===== config.mk =====
export PLATFORM = sky130hd
export DESIGN_NAME = alu_operand_sequencer
export DESIGN_NICKNAME = d
export VERILOG_FILES = /design/src/rtl/alu_operand_sequencer.sv
export SDC_FILE = /design/constraint.sdc
export NUM_CORES = 1
export LEC_CHECK = 0
export BUFFER_PORTS_ARGS = -buffer_cell sky130_fd_sc_hd__clkbuf_2
export CAP_MARGIN = 0
export CORE_ASPECT_RATIO = 1.1
export CORE_MARGIN = 3
export CORE_UTILIZATION = 30
export DETAILED_ROUTE_END_ITERATION = 10
export PLACE_DENSITY_LB_ADDON = 0.2
export SETUP_SLACK_MARGIN = 0.2
export SKIP_LAST_GASP = 1
export SYNTH_ARGS = -nofsm -noshare
export SYNTH_HDL_FRONTEND = slang
export SYNTH_SLANG_ARGS = --single-unit

===== constraint.sdc =====
create_clock -name clk -period 3.1 [get_ports clk]
set_clock_uncertainty 0.15 [all_clocks]
set_input_delay 0.62 -clock clk [delete_from_list [all_inputs] [get_ports clk]]
set_output_delay 0.62 -clock clk [all_outputs]
set_load 0.005 [all_outputs]

===== src/rtl/alu_operand_sequencer.sv =====
// Debounced single-button sequencer that captures ALU operand A, operand B and
// the opcode from the switch word, then pulses the flag-register load enable.
module alu_operand_sequencer #(
  parameter int unsigned DEB_CYCLES = 500000
) (
  input  logic        clk,
  input  logic        rst_n,
  input  logic        btn,
  input  logic [31:0] SW,
  output logic [31:0] a_out,
  output logic [31:0] b_out,
  output logic [3:0]  op_out,
  output logic        flag_en,
  output logic [1:0]  stage
);

  localparam int unsigned CNT_W = (DEB_CYCLES > 1) ? $clog2(DEB_CYCLES) : 1;
  localparam logic [CNT_W-1:0] CNT_MAX = CNT_W'(DEB_CYCLES - 1);

  typedef enum logic [1:0] {
    S_A    = 2'd0,
    S_B    = 2'd1,
    S_OP   = 2'd2,
    S_DONE = 2'd3
  } state_e;

  state_e             state_q, state_d;
  logic               sync1_q, sync1_d;
  logic               sync_q, sync_d;
  logic               deb_q, deb_d;
  logic [CNT_W-1:0]   cnt_q, cnt_d;
  logic [31:0]        a_q, a_d;
  logic [31:0]        b_q, b_d;
  logic [3:0]         op_q, op_d;
  logic               flag_pend_q, flag_pend_d;
  logic               flag_q, flag_d;
  logic               press_c;

  // State register for synchronizer, debouncer, FSM and captured operands
  always_ff @(posedge clk or negedge rst_n) begin
    if (!rst_n) begin
      state_q     <= S_A;
      sync1_q     <= 1'b0;
      sync_q      <= 1'b0;
      deb_q       <= 1'b0;
      cnt_q       <= '0;
      a_q         <= '0;
      b_q         <= '0;
      op_q        <= '0;
      flag_pend_q <= 1'b0;
      flag_q      <= 1'b0;
    end else begin
      state_q     <= state_d;
      sync1_q     <= sync1_d;
      sync_q      <= sync_d;
      deb_q       <= deb_d;
      cnt_q       <= cnt_d;
      a_q         <= a_d;
      b_q         <= b_d;
      op_q        <= op_d;
      flag_pend_q <= flag_pend_d;
      flag_q      <= flag_d;
    end
  end

  // Next-state: debounce, press detection and per-state capture
  always_comb begin
    state_d     = state_q;
    sync1_d     = btn;
    sync_d      = sync1_q;
    deb_d       = deb_q;
    cnt_d       = cnt_q;
    a_d         = a_q;
    b_d         = b_q;
    op_d        = op_q;
    flag_pend_d = 1'b0;
    flag_d      = flag_pend_q;
    press_c     = 1'b0;

    if (sync_q == deb_q) begin
      cnt_d = '0;
    end else if (cnt_q == CNT_MAX) begin
      deb_d   = sync_q;
      cnt_d   = '0;
      // Only the rising debounced transition is a press
      press_c = sync_q;
    end else begin
      cnt_d = cnt_q + CNT_W'(1);
    end

    if (press_c) begin
      unique case (state_q)
        S_A: begin
          a_d     = SW;
          state_d = S_B;
        end
        S_B: begin
          b_d     = SW;
          state_d = S_OP;
        end
        S_OP: begin
          op_d        = SW[3:0];
          flag_pend_d = 1'b1;
          state_d     = S_DONE;
        end
        S_DONE: begin
          state_d = S_A;
        end
        default: state_d = S_A;
      endcase
    end
  end

  assign a_out   = a_q;
  assign b_out   = b_q;
  assign op_out  = op_q;
  assign flag_en = flag_q;
  assign stage   = state_q;

endmodule


Yosys cells after proc, flatten, opt, wreduce, memory -nomap -nowiden
Index checks and enable logic that the tools add are counted.

Register bits after elaboration: 94. Bits of input ports: 35. Output and inout port bits: 71. Logic and storage cells: 29.

Add/subtract/negate cells: 1. Equality and inequality tests: 5. Muxes and demuxes: 7. Bitwise logic cells: 1. Reductions and logical operators: 5.

Operator list (number): 19-bit 2-to-1 mux (2); 19-bit by 1-bit adder with 19-bit output, second input constant (1); 19-bit == test, second input constant (1); 2-bit one-hot mux with 4 select lines (1); 2-bit AND reduction (4); 2-bit == test, second input constant (2); 1-bit 2-to-1 mux (4); 2-bit by 1-bit == test with 1-bit output, second input constant (1); 2-bit zero test (1); 1-bit == test (1); 1-bit NOT (1).

Depth between registers and ports, before layout
Gate-level depths: netlist (run 1).

Depth after elaboration: 4. Mapped depth: 6. Mapped depth without buffers: 5.

Worst setup path after synthesis (run 1)
No wires, ideal clock.

Path kind: register to register. Start: register cnt_q[11]. End: register a_q[0], in the netlist a_out[0]. Library setup time: 125 ps. Arrival time: 1872 ps. Data required time: 2825 ps. Path slack: 953 ps. Stages on the path, launching flop included: 6. Path buffers: 1. Clock period less this slack: 2147 ps. Path through: dfrtp_1 or4b_4 nor3_4 nand4_4 buf_6 mux2_4.

Cells in the longest elaborated chain, start to end: 4.

Ends and longest elaborated chain: from (decl) (RTL line 31) `logic [CNT_W-1:0] cnt_q, cnt_d;`; from (signal assigned) (RTL line 57) `cnt_q <= cnt_d;`; 19-bit == test (RTL line 82) `end else if (cnt_q == CNT_MAX) begin`; 1-bit 2-to-1 mux (RTL line 82); 1-bit 2-to-1 mux (RTL line 80) `if (sync_q == deb_q) begin`; 2-bit AND reduction (no source line); to (signal assigned) (RTL line 47) `a_q <= '0;`; to (signal assigned) (RTL line 58) `a_q <= a_d;`; to (decl) (RTL line 32) `logic [31:0] a_q, a_d;`.

No other way between the ends. A chain may end at the register's enable or synchronous reset.

Worst setup path in the final report (run 1)
Start: register cnt_q[11]. End: register a_q[20], in the netlist a_out[20].

Same word-level chain as after synthesis.

==> impl_metrics.env, run 1 <==
export IMPL_post_cts_resized=0
export IMPL_synthCells=268
export IMPL_synth_async_reset_ratio=1.000
export IMPL_ys_types=33
export IMPL_grt_max_degree=49
export IMPL_internal_power_uw=2008
export IMPL_drv_slew=0
export IMPL_core_mm2=0.01235
export IMPL_die_y_um=125.3
export IMPL_dp_slack_ns=0.5669
export IMPL_syn_area_per_cell_um2=14.48
export IMPL_cts_htree_levels=3
export IMPL_synth_nets=308
export IMPL_powerDensity_mw_per_mm2=526.2
export IMPL_die_area_mm2=0.01434
export IMPL_switching_share=0.2174
export IMPL_ctsRootBufferMaster="clkbuf_16"
export IMPL_relSlewSlack=0.5834
export IMPL_grt_pass1_vias=2534
export IMPL_setup_viol=0
export IMPL_required_ns=3.17
export IMPL_power_share_sequential=0.509
export IMPL_cts_path_max_buffers=2
export IMPL_drtPass1Iterations=4
export IMPL_critPathArrivalTime_ns=2.58
export IMPL_drt_iter0_markers=171
export IMPL_drtAntennaViolNets=0
export IMPL_synth_area_mm2=0.003881
export IMPL_syn2layout_area_growth_pct=25.66
export IMPL_drive_gt1_frac=0.5311
export IMPL_yosysTopAreaCell="dfrtp_1"
export IMPL_clkPwrFrac=0.428
export IMPL_portBuffers=105
export IMPL_ys_ff_latch=94
export IMPL_rsz0062_at_grt="false"
export IMPL_cpMaxStageDelayCell="or4b_4"
export IMPL_tritoncts="done"
export IMPL_wl_per_cell_um=14.91
export IMPL_crit_path_max_fanout=13
export IMPL_clock_sink_count=94
export IMPL_yosys_area_top_type_share=0.6061
export IMPL_synth_edff_count=0
export IMPL_setup_ws_ns=0.5944
export IMPL_wirelength_um=8051
export IMPL_path_cells="or4b_4 > nor3_4 > nand4_4 > buf_4 > mux2_2"
export IMPL_clk_latency_ns=0.33
export IMPL_finalCritPeriodShare=0.8082
export IMPL_die_x_um=114.5
export IMPL_fmax_mhz=399.1
export IMPL_diodes=0
export IMPL_vdd_drop_max_mv=0.3008
export IMPL_hp_class="in -> async"
export IMPL_maxCapViolCount=0
export IMPL_start_util=0.3143
export IMPL_path_class="reg -> reg"
export IMPL_p_comb_frac=0.063
export IMPL_cts_buffers=9
export IMPL_fin_tns_setup_ns=0
export IMPL_clkTransAtPathRegs_ns=0.06
export IMPL_cts_hold_buf=0
export IMPL_ys_flop_type="dfrtp_1"
export IMPL_vias=2511
export IMPL_grt_overflow=0
export IMPL_grt_usage=0.1172
export IMPL_p_sw_uw=557.8
export IMPL_gp_congestion=0.7988
export IMPL_antenna_found_initial=0
export IMPL_cp_end_kind="flop"
export IMPL_finalCriticalPeriod_ns=2.506
export IMPL_worst_slew_pin_slew_ns=0.6249
export IMPL_grt_pass1_wl_um=13170
export IMPL_synth_seq_area_share=0.6061
export IMPL_viasPerCell=4.650
export IMPL_num_rows=42
export IMPL_critPathLaunchType="flop"
export IMPL_postCtsSetupBuffers=0
export IMPL_ys_warn_count=0
export IMPL_drc=0
export IMPL_status="completed"
export IMPL_cp_slowest_stage_delay_ns=0.58
export IMPL_hold_violations=0
export IMPL_dp_hpwl_um=5833
export IMPL_fin_nets=421
export IMPL_pin_count=106
export IMPL_synthTopCellsByArea="dfrtp_1, mux2_2, xnor2_1"
export IMPL_leakagePower_uw=0.002248
## through the flow
stage               cell area (um2)  power (uW)  utilization  hold WS (ns)  std cells
finish                         4877        2566       0.3949        0.1496        540
global route                   4877        2690       0.3949        0.1867        540
CTS                            4877        2620       0.3949        0.1655        540
detailed placement             4576        1497       0.3705        0.1878        524
global placement               4576        1494       0.3705        0.1847        524
floorplan                      3881        1379            -        0.1744        268
## state kept, by name, indices dropped and copies added (netlist names)
name     cells
sync_q       1
flag_d       1
flag_en      1
deb_q        1
cnt_q       19
a_out       32
stage        2
op_out       4
sync1_q      1
b_out       32
## power groups by stage
stage / clock (uW) / combinational, uW / sequential, uW
global placement: 0 / 166 / 1330
CTS: 1150 / 169 / 1310
detailed placement: 0 / 168 / 1330
global route: 1200 / 183 / 1310
floorplan: 0 / 51.7 / 1330
finish: 1100 / 163 / 1310
## final cells by class
type                    count  area [um2]
fillers                  1177        7472
flip-flops and latches     94        2352
multi-input cells         162        1438
repair buffers            110       578.1
clock buffers              11       242.7
well taps                 154       192.7
clock inverters             5       58.81
inverters                   4       15.01
## worst paths after layout
kind | from | to | slack, ns | depth (start not counted)
max | cnt_q[11] | a_out[20] | 0.59 | 5
min | rst_n | a_out[20] | 0.15 | 1
max reg2reg | cnt_q[11] | a_out[20] | 0.59 | 5
min reg2reg | sync1_q | sync_q | 0.20 | 0
max in group asynchronous | rst_n | op_out[0] | 1.96 | 2
min in group clk | sync1_q | sync_q | 0.20 | 0
## critical path, delay by kind of cell (launching register included)
family	cells	cell delay, ns
multiplexers	1	0.28
flip-flops	1	0.44
buffers and inverters	1	0.31
AND/OR/NAND/NOR	3	1.21
## synth_stat cells (3+ instances only)
library cell	instances
nor3_1	3
xor2_1	5
nand2_1	6
nand3_1	6
nand4_1	7
dfrtp_1	94
nor2_1	21
ha_1	5
mux2_4	4
inv_1	4
buf_6	6
xnor2_1	10
mux2_2	66
nor4_1	6
## placed cells by master (no fill, tap or decap), types with 2 or more instances in the layout
master      instances
clkbuf_2          104
dfrtp_1            94
mux2_2             66
nor2_1             21
xnor2_1            10
clkbuf_16           9
nand4_1             7
nand2_1             6
nand3_1             6
nor4_1              6
xor2_1              5
ha_1                5
buf_4               5
inv_1               4
mux2_4              4
nor3_1              3
or2_2               2
and4_1              2
or3_1               2
a21oi_1             2
mux2i_1             2
nand4_4             2
clkinvlp_4          2
## logic make-up after synthesis
| family | after synthesis | synth area share |
|---|---|---|
| adders and majority gates | 5 | 0.01612 |
| buffers and inverters | 12 | 0.02353 |
| and+or+nand+nor | 64 | 0.09865 |
| xor gates and xnor gates | 15 | 0.03385 |
| muxes | 72 | 0.2121 |
| AOI/OAI and AO/OA | 6 | 0.009672 |
| DFF | 94 | 0.6061 |
## routing by layer
metal / up-vias / global-route usage / share of wire
li1: 1174 / - / -
met1: 1258 / 0.1582 / 0.46
met2: 71 / 0.1778 / 0.47
met3: 8 / 0.03722 / 0.062
met4: 0 / 0.03983 / 0.012
met5: - / 0 / 0
Power figures use the tool's default switching activity.
==> inputs of run 2 (changes only) <==
==> constraint.sdc (replaced) <==
create_clock -name clk -period 2.4 [get_ports clk]
set_clock_uncertainty 0.15 [all_clocks]
set_input_delay 0.48 -clock clk [delete_from_list [all_inputs] [get_ports clk]]
set_output_delay 0.48 -clock clk [all_outputs]
set_load 0.005 [all_outputs]
==> run 2 against run 1 <==
Net effect:
- worst hold slack worse by 0.047 ns
- highest routed layer unchanged
- register-to-register slack worse by 0.42 ns
- largest power group unchanged
- setup slack got worse by 0.42 ns
- final cell count increased by 1.7%
- largest cell class unchanged
- sequential power up 28%
- clock power rose by 29%
- first-iteration DRC count is 27% lower
- die area unchanged
==> impl_metrics.env, run 2 (synthesized netlist as in run 1, its figures left out) <==
export IMPL_wl_per_cell_um=15.38
export IMPL_dp_hpwl_um=5713
export IMPL_maxCapViolCount=0
export IMPL_die_x_um=114.5
export IMPL_r2r_end="b_out[27]"
export IMPL_fin_util=0.4094
export IMPL_drt_iter0_markers=125
export IMPL_tritoncts="done"
export IMPL_worst_slew_pin_slew_ns=0.3709
export IMPL_cts_path_max_buffers=2
export IMPL_grt_pass1_wl_um=13100
export IMPL_ctsRootBufferMaster="clkbuf_16"
export IMPL_die_y_um=125.3
export IMPL_drive_gt1_frac=0.5468
export IMPL_vias=2521
export IMPL_finalCriticalPeriod_ns=2.221
export IMPL_core_mm2=0.01235
export IMPL_hold_depth=1
export IMPL_dp_slack_ns=0.1500
export IMPL_gp_congestion=0.7844
export IMPL_grt_pass1_vias=2527
export IMPL_cts_buffers=9
export IMPL_clk_latency_ns=0.33
export IMPL_rsz0062_at_grt="true"
export IMPL_fmax_mhz=450.2
export IMPL_num_rows=42
export IMPL_setup_viol=0
export IMPL_clock_sink_count=94
export IMPL_clkTransAtPathRegs_ns=0.07
export IMPL_powerDensity_mw_per_mm2=655.0
export IMPL_ff2ff_setup_slack_ns=0.18
export IMPL_die_area_mm2=0.01434
export IMPL_pin_count=106
export IMPL_grt_overflow=0
export IMPL_cts_htree_levels=3
export IMPL_vdd_drop_max_mv=0.3441
export IMPL_start_util=0.3143
export IMPL_nFillCells=1188
export IMPL_diodes=0
export IMPL_final_cell_mix="clkbuf_2, dfrtp_1, mux2_2, nor2_1, clkbuf_16"
export IMPL_path_class="reg -> reg"
export IMPL_portBuffers=105
export IMPL_critPathArrivalTime_ns=2.29
export IMPL_rr_worst_depth=6
export IMPL_drv_slew=0
export IMPL_leakagePower_uw=0.002356
export IMPL_min_to="sync1_q"
export IMPL_viasPerCell=4.592
export IMPL_grt_max_degree=49
export IMPL_hp_class="in -> reg"
export IMPL_cp_end_kind="flop"
export IMPL_fin_nets=430
export IMPL_setup_ws_ns=0.1788
export IMPL_critPathLaunchType="flop"
export IMPL_antenna_found_initial=0
export IMPL_worstHoldStart="btn"
export IMPL_final_common_cell="clkbuf_2"
export IMPL_finalCritPeriodShare=0.9255
export IMPL_drc=0
export IMPL_syn2layout_area_growth_pct=30.27
export IMPL_required_ns=2.47
export IMPL_crit_path_max_fanout=8
export IMPL_wirelength_um=8441
export IMPL_r2r_start="cnt_q[11]"
export IMPL_drtPass1Iterations=4
export IMPL_grt_usage=0.1159
export IMPL_drtAntennaViolNets=0
export IMPL_relSlewSlack=0.7510
export IMPL_fin_tns_setup_ns=0
export IMPL_status="completed"
export IMPL_power_total_uw=3312
export IMPL_hold_violations=0
[run 2: repair_timing]
action / 4_1_cts / 5_1_grt
gates cloned: 2 / 2
setup buffers: 2 / 1
hold endpoints to repair: 26 / 0
resized for setup: 5 / 4
hold buffers: 1 / 0
setup endpoints to repair: 67 / 68
pin swaps: 0 / 1
[run 2: cell type report]
cell class              count  area (um2)  share of cell area
well taps                 154       192.7             0.03811
inverters                   4       15.01            0.002970
repair buffers            119       747.0              0.1477
clock inverters             7       72.57             0.01435
multi-input cells         162        1451              0.2871
clock buffers               9       225.2             0.04454
flip-flops and latches     94        2352              0.4652
[run 2: power breakdown]
group	total (uW)	switching [uW]	internal, uW	leakage (uW)
Clock	1420	607	809	0.000142
Sequential	1680	34.6	1650	0.00115
Combinational	213	101	113	0.00107
[run 2: per-layer routing]
metal,track usage,routed length (um)
met2,0.1853,4088
met5,0,0
met1,0.1511,3757
met4,0.04193,119
met3,0.02997,476
[run 2: critical path, stage by stage, from the launching register on]
cell and delay, ns:
dfrtp_1 0.38, or4b_4 0.56, nor3_4 0.18, buf_6 0.14
nand4_4 0.17, clkbuf_16 0.22, mux2_4 0.29
[run 2: worst max path at each step]
stage          startpoint        end  slack [ns]  cells past startpoint
6_report        cnt_q[11]  b_out[27]        0.18                      6
5_1_grt         cnt_q[11]  b_out[27]        0.14                      6
4_1_cts         cnt_q[11]  b_out[27]        0.19                      6
3_3_place_gp     cnt_q[0]  b_out[20]        0.21                      6
3_5_place_dp     cnt_q[0]  b_out[20]        0.15                      6
2_1_floorplan   cnt_q[11]   a_out[0]        0.25                      5
[run 2: per-stage QoR]
step	hold WS [ns]	cells	cell area, um2
after floorplan	0.03441	268	3881
after global placement	0.1835	525	4608
after detailed placement	0.1879	525	4608
after CTS	0.08547	546	4996
after global routing	0.08333	549	5056
final	0.1021	549	5056
==> inputs of run 3 (changes only) <==
--- a/config.mk
+++ b/config.mk
@@ -6,7 +6,6 @@
 export NUM_CORES = 1
 export LEC_CHECK = 0
 export BUFFER_PORTS_ARGS = -buffer_cell sky130_fd_sc_hd__clkbuf_2
-export CAP_MARGIN = 0
 export CORE_ASPECT_RATIO = 1.1
 export CORE_MARGIN = 3
 export CORE_UTILIZATION = 30
==> constraint.sdc (replaced) <==
create_clock -name clk -period 2.4 [get_ports clk]
set_clock_uncertainty 0.15 [all_clocks]
set_input_delay 0.24 -clock clk [delete_from_list [all_inputs] [get_ports clk]]
set_output_delay 0.24 -clock clk [all_outputs]
set_load 0.005 [all_outputs]
==> run 3 against run 2 <==
Net effect:
- global-route usage is 0.083 points higher
- clock power grew 5%
- via count grew 2.8%
- non-clock buffer count rose by 18
- core utilization up 1.3 points
- fmax grew 2.3%
- power up 2.9%
- register-to-register slack better by 0.05 ns
- flip-flop and latch count is the same
- die area is the same
- highest routed layer unchanged
- worst hold slack got worse by 0.096 ns
- combinational power up 11%
==> impl_metrics.env, run 3 (synthesized netlist as in run 1, its figures left out) <==
export IMPL_cp_end_kind="flop"
export IMPL_required_ns=2.46
export IMPL_clock_sink_count=94
export IMPL_fmax_mhz=460.7
export IMPL_critPathArrivalTime_ns=2.23
export IMPL_antenna_found_initial=0
export IMPL_cts_buffers=9
export IMPL_status="completed"
export IMPL_maxCapViolCount=0
export IMPL_portBuffers=105
export IMPL_fin_tns_setup_ns=0
export IMPL_grt_pass1_vias=2585
export IMPL_die_area_mm2=0.01434
export IMPL_syn2layout_area_growth_pct=34.33
export IMPL_final_common_cell="clkbuf_2"
export IMPL_gp_congestion=0.8029
export IMPL_viasPerCell=4.570
export IMPL_hp_class="in -> reg"
export IMPL_wl_per_cell_um=14.69
export IMPL_pin_count=106
export IMPL_drtAntennaViolNets=0
export IMPL_grt_overflow=0
export IMPL_rsz0062_at_grt="true"
export IMPL_ctsRootBufferMaster="clkbuf_16"
export IMPL_fin_nets=448
export IMPL_cts_htree_levels=3
export IMPL_die_y_um=125.3
export IMPL_drive_gt1_frac=0.5254
export IMPL_leakagePower_uw=0.002413
export IMPL_drt_iter0_markers=139
export IMPL_finalCritPeriodShare=0.9045
export IMPL_dp_hpwl_um=5838
export IMPL_relSlewSlack=0.5815
export IMPL_ff2ff_setup_slack_ns=0.23
export IMPL_multi_input_area_mm2=0.001448
export IMPL_start_util=0.3143
export IMPL_clk_latency_ns=0.33
export IMPL_drtPass1Iterations=4
export IMPL_ff_latch_area_mm2=0.002352
export IMPL_final_cell_mix="clkbuf_2, dfrtp_1, mux2_2, nor2_1, dlygate4sd3_1"
export IMPL_hold_violations=0
export IMPL_r2r_end="b_out[27]"
export IMPL_vdd_drop_max_mv=0.2809
export IMPL_num_rows=42
export IMPL_path_class="reg -> reg"
export IMPL_critPathLaunchType="flop"
export IMPL_drv_slew=0
export IMPL_cts_path_max_buffers=2
export IMPL_fin_util=0.4222
export IMPL_crit_start="cnt_q[6]"
export IMPL_r2r_start="cnt_q[6]"
export IMPL_final_cells=567
export IMPL_clkTransAtPathRegs_ns=0.07
export IMPL_placed_cells=528
export IMPL_worst_slew_pin_slew_ns=0.6278
export IMPL_wirelength_um=8328
export IMPL_core_mm2=0.01235
export IMPL_powerDensity_mw_per_mm2=653.9
export IMPL_vias=2591
export IMPL_setup_viol=0
export IMPL_crit_path_max_fanout=8
export IMPL_finalCriticalPeriod_ns=2.171
export IMPL_nFillCells=1145
export IMPL_grt_max_degree=49
export IMPL_drc=0
export IMPL_crit_end="b_out[27]"
export IMPL_rr_worst_depth=6
export IMPL_tritoncts="done"
export IMPL_die_x_um=114.5
export IMPL_grt_pass1_wl_um=13390
export IMPL_grt_usage=0.1168
export IMPL_diodes=0
run 3: cell count changes in the layout (fill, tap and decap cells not counted), moves of 2 or more:
cell,delta
clkinvlp_4,-2
dlygate4sd3_1,+17
clkinv_2,+2
buf_6,+2
clkbuf_16,-3
run 3: how the worst min path moves through the flow:
stage,depth (start not counted),endpoint,from,slack [ns]
2_1_floorplan,0,a_out[0],rst_n,-0.21
3_5_place_dp,1,a_out[17],rst_n,0.16
5_1_grt,2,a_out[21],SW[21],0.004
6_report,2,a_out[21],SW[21],0.006
3_3_place_gp,1,a_out[18],rst_n,0.15
4_1_cts,2,a_out[21],SW[21],0.0001
run 3: worst max-delay path, stage by stage (launching register included):
cell and delay (ns):
dfrtp_1 0.38, or4b_4 0.56, nor3_4 0.13, buf_6 0.15, nand4_4 0.17, buf_12 0.21, mux2_4 0.29
run 3: area by class of cell:
| cell class | count | share of cell area |
|---|---|---|
| Sequential cell | 94 | 0.4512 |
| Multi-Input combinational cell | 162 | 0.2777 |
| Timing Repair Buffer | 137 | 0.1711 |
| Clock buffer | 9 | 0.04320 |
| Tap cell | 154 | 0.03696 |
| Clock inverter | 7 | 0.01704 |
| Inverter | 4 | 0.002880 |
run 3: layer usage:
layer	track usage	up-vias	part of all wire
li1	-	1226	-
met1	0.1577	1283	0.45
met2	0.1826	74	0.48
met4	0.03774	0	0.012
met5	0	-	0
met3	0.03045	8	0.061
run 3: what timing repair did:
action,in CTS,in global routing
gates cloned,0,1
endpoints found under the hold margin,71,0
setup endpoints to repair,29,49
hold buffers,18,0
pin swaps,1,3
setup buffers,3,1
gates resized for setup,2,4
run 3: per-stage QoR:
| stage | setup WS [ns] | hold WS [ns] | area (um2) | total power (uW) |
|---|---|---|---|---|
| 2_1_floorplan | 0.2528 | -0.2056 | 3881 | 1782 |
| 3_3_place_gp | 0.1705 | 0.1482 | 4643 | 1929 |
| 3_5_place_dp | 0.1409 | 0.1550 | 4643 | 1934 |
| 4_1_cts | 0.1785 | 0.0001418 | 5165 | 3461 |
| 5_1_grt | 0.1616 | 0.004398 | 5214 | 3555 |
| 6_report | 0.2292 | 0.006105 | 5214 | 3409 |
run 3: power breakdown:
| group | total [uW] | internal (uW) | leakage [uW] | switching [uW] |
|---|---|---|---|---|
| sequential | 1680 | 1650 | 0.00115 | 35.0 |
| clock | 1490 | 907 | 0.000159 | 582 |
| combinational | 237 | 130 | 0.00111 | 107 |
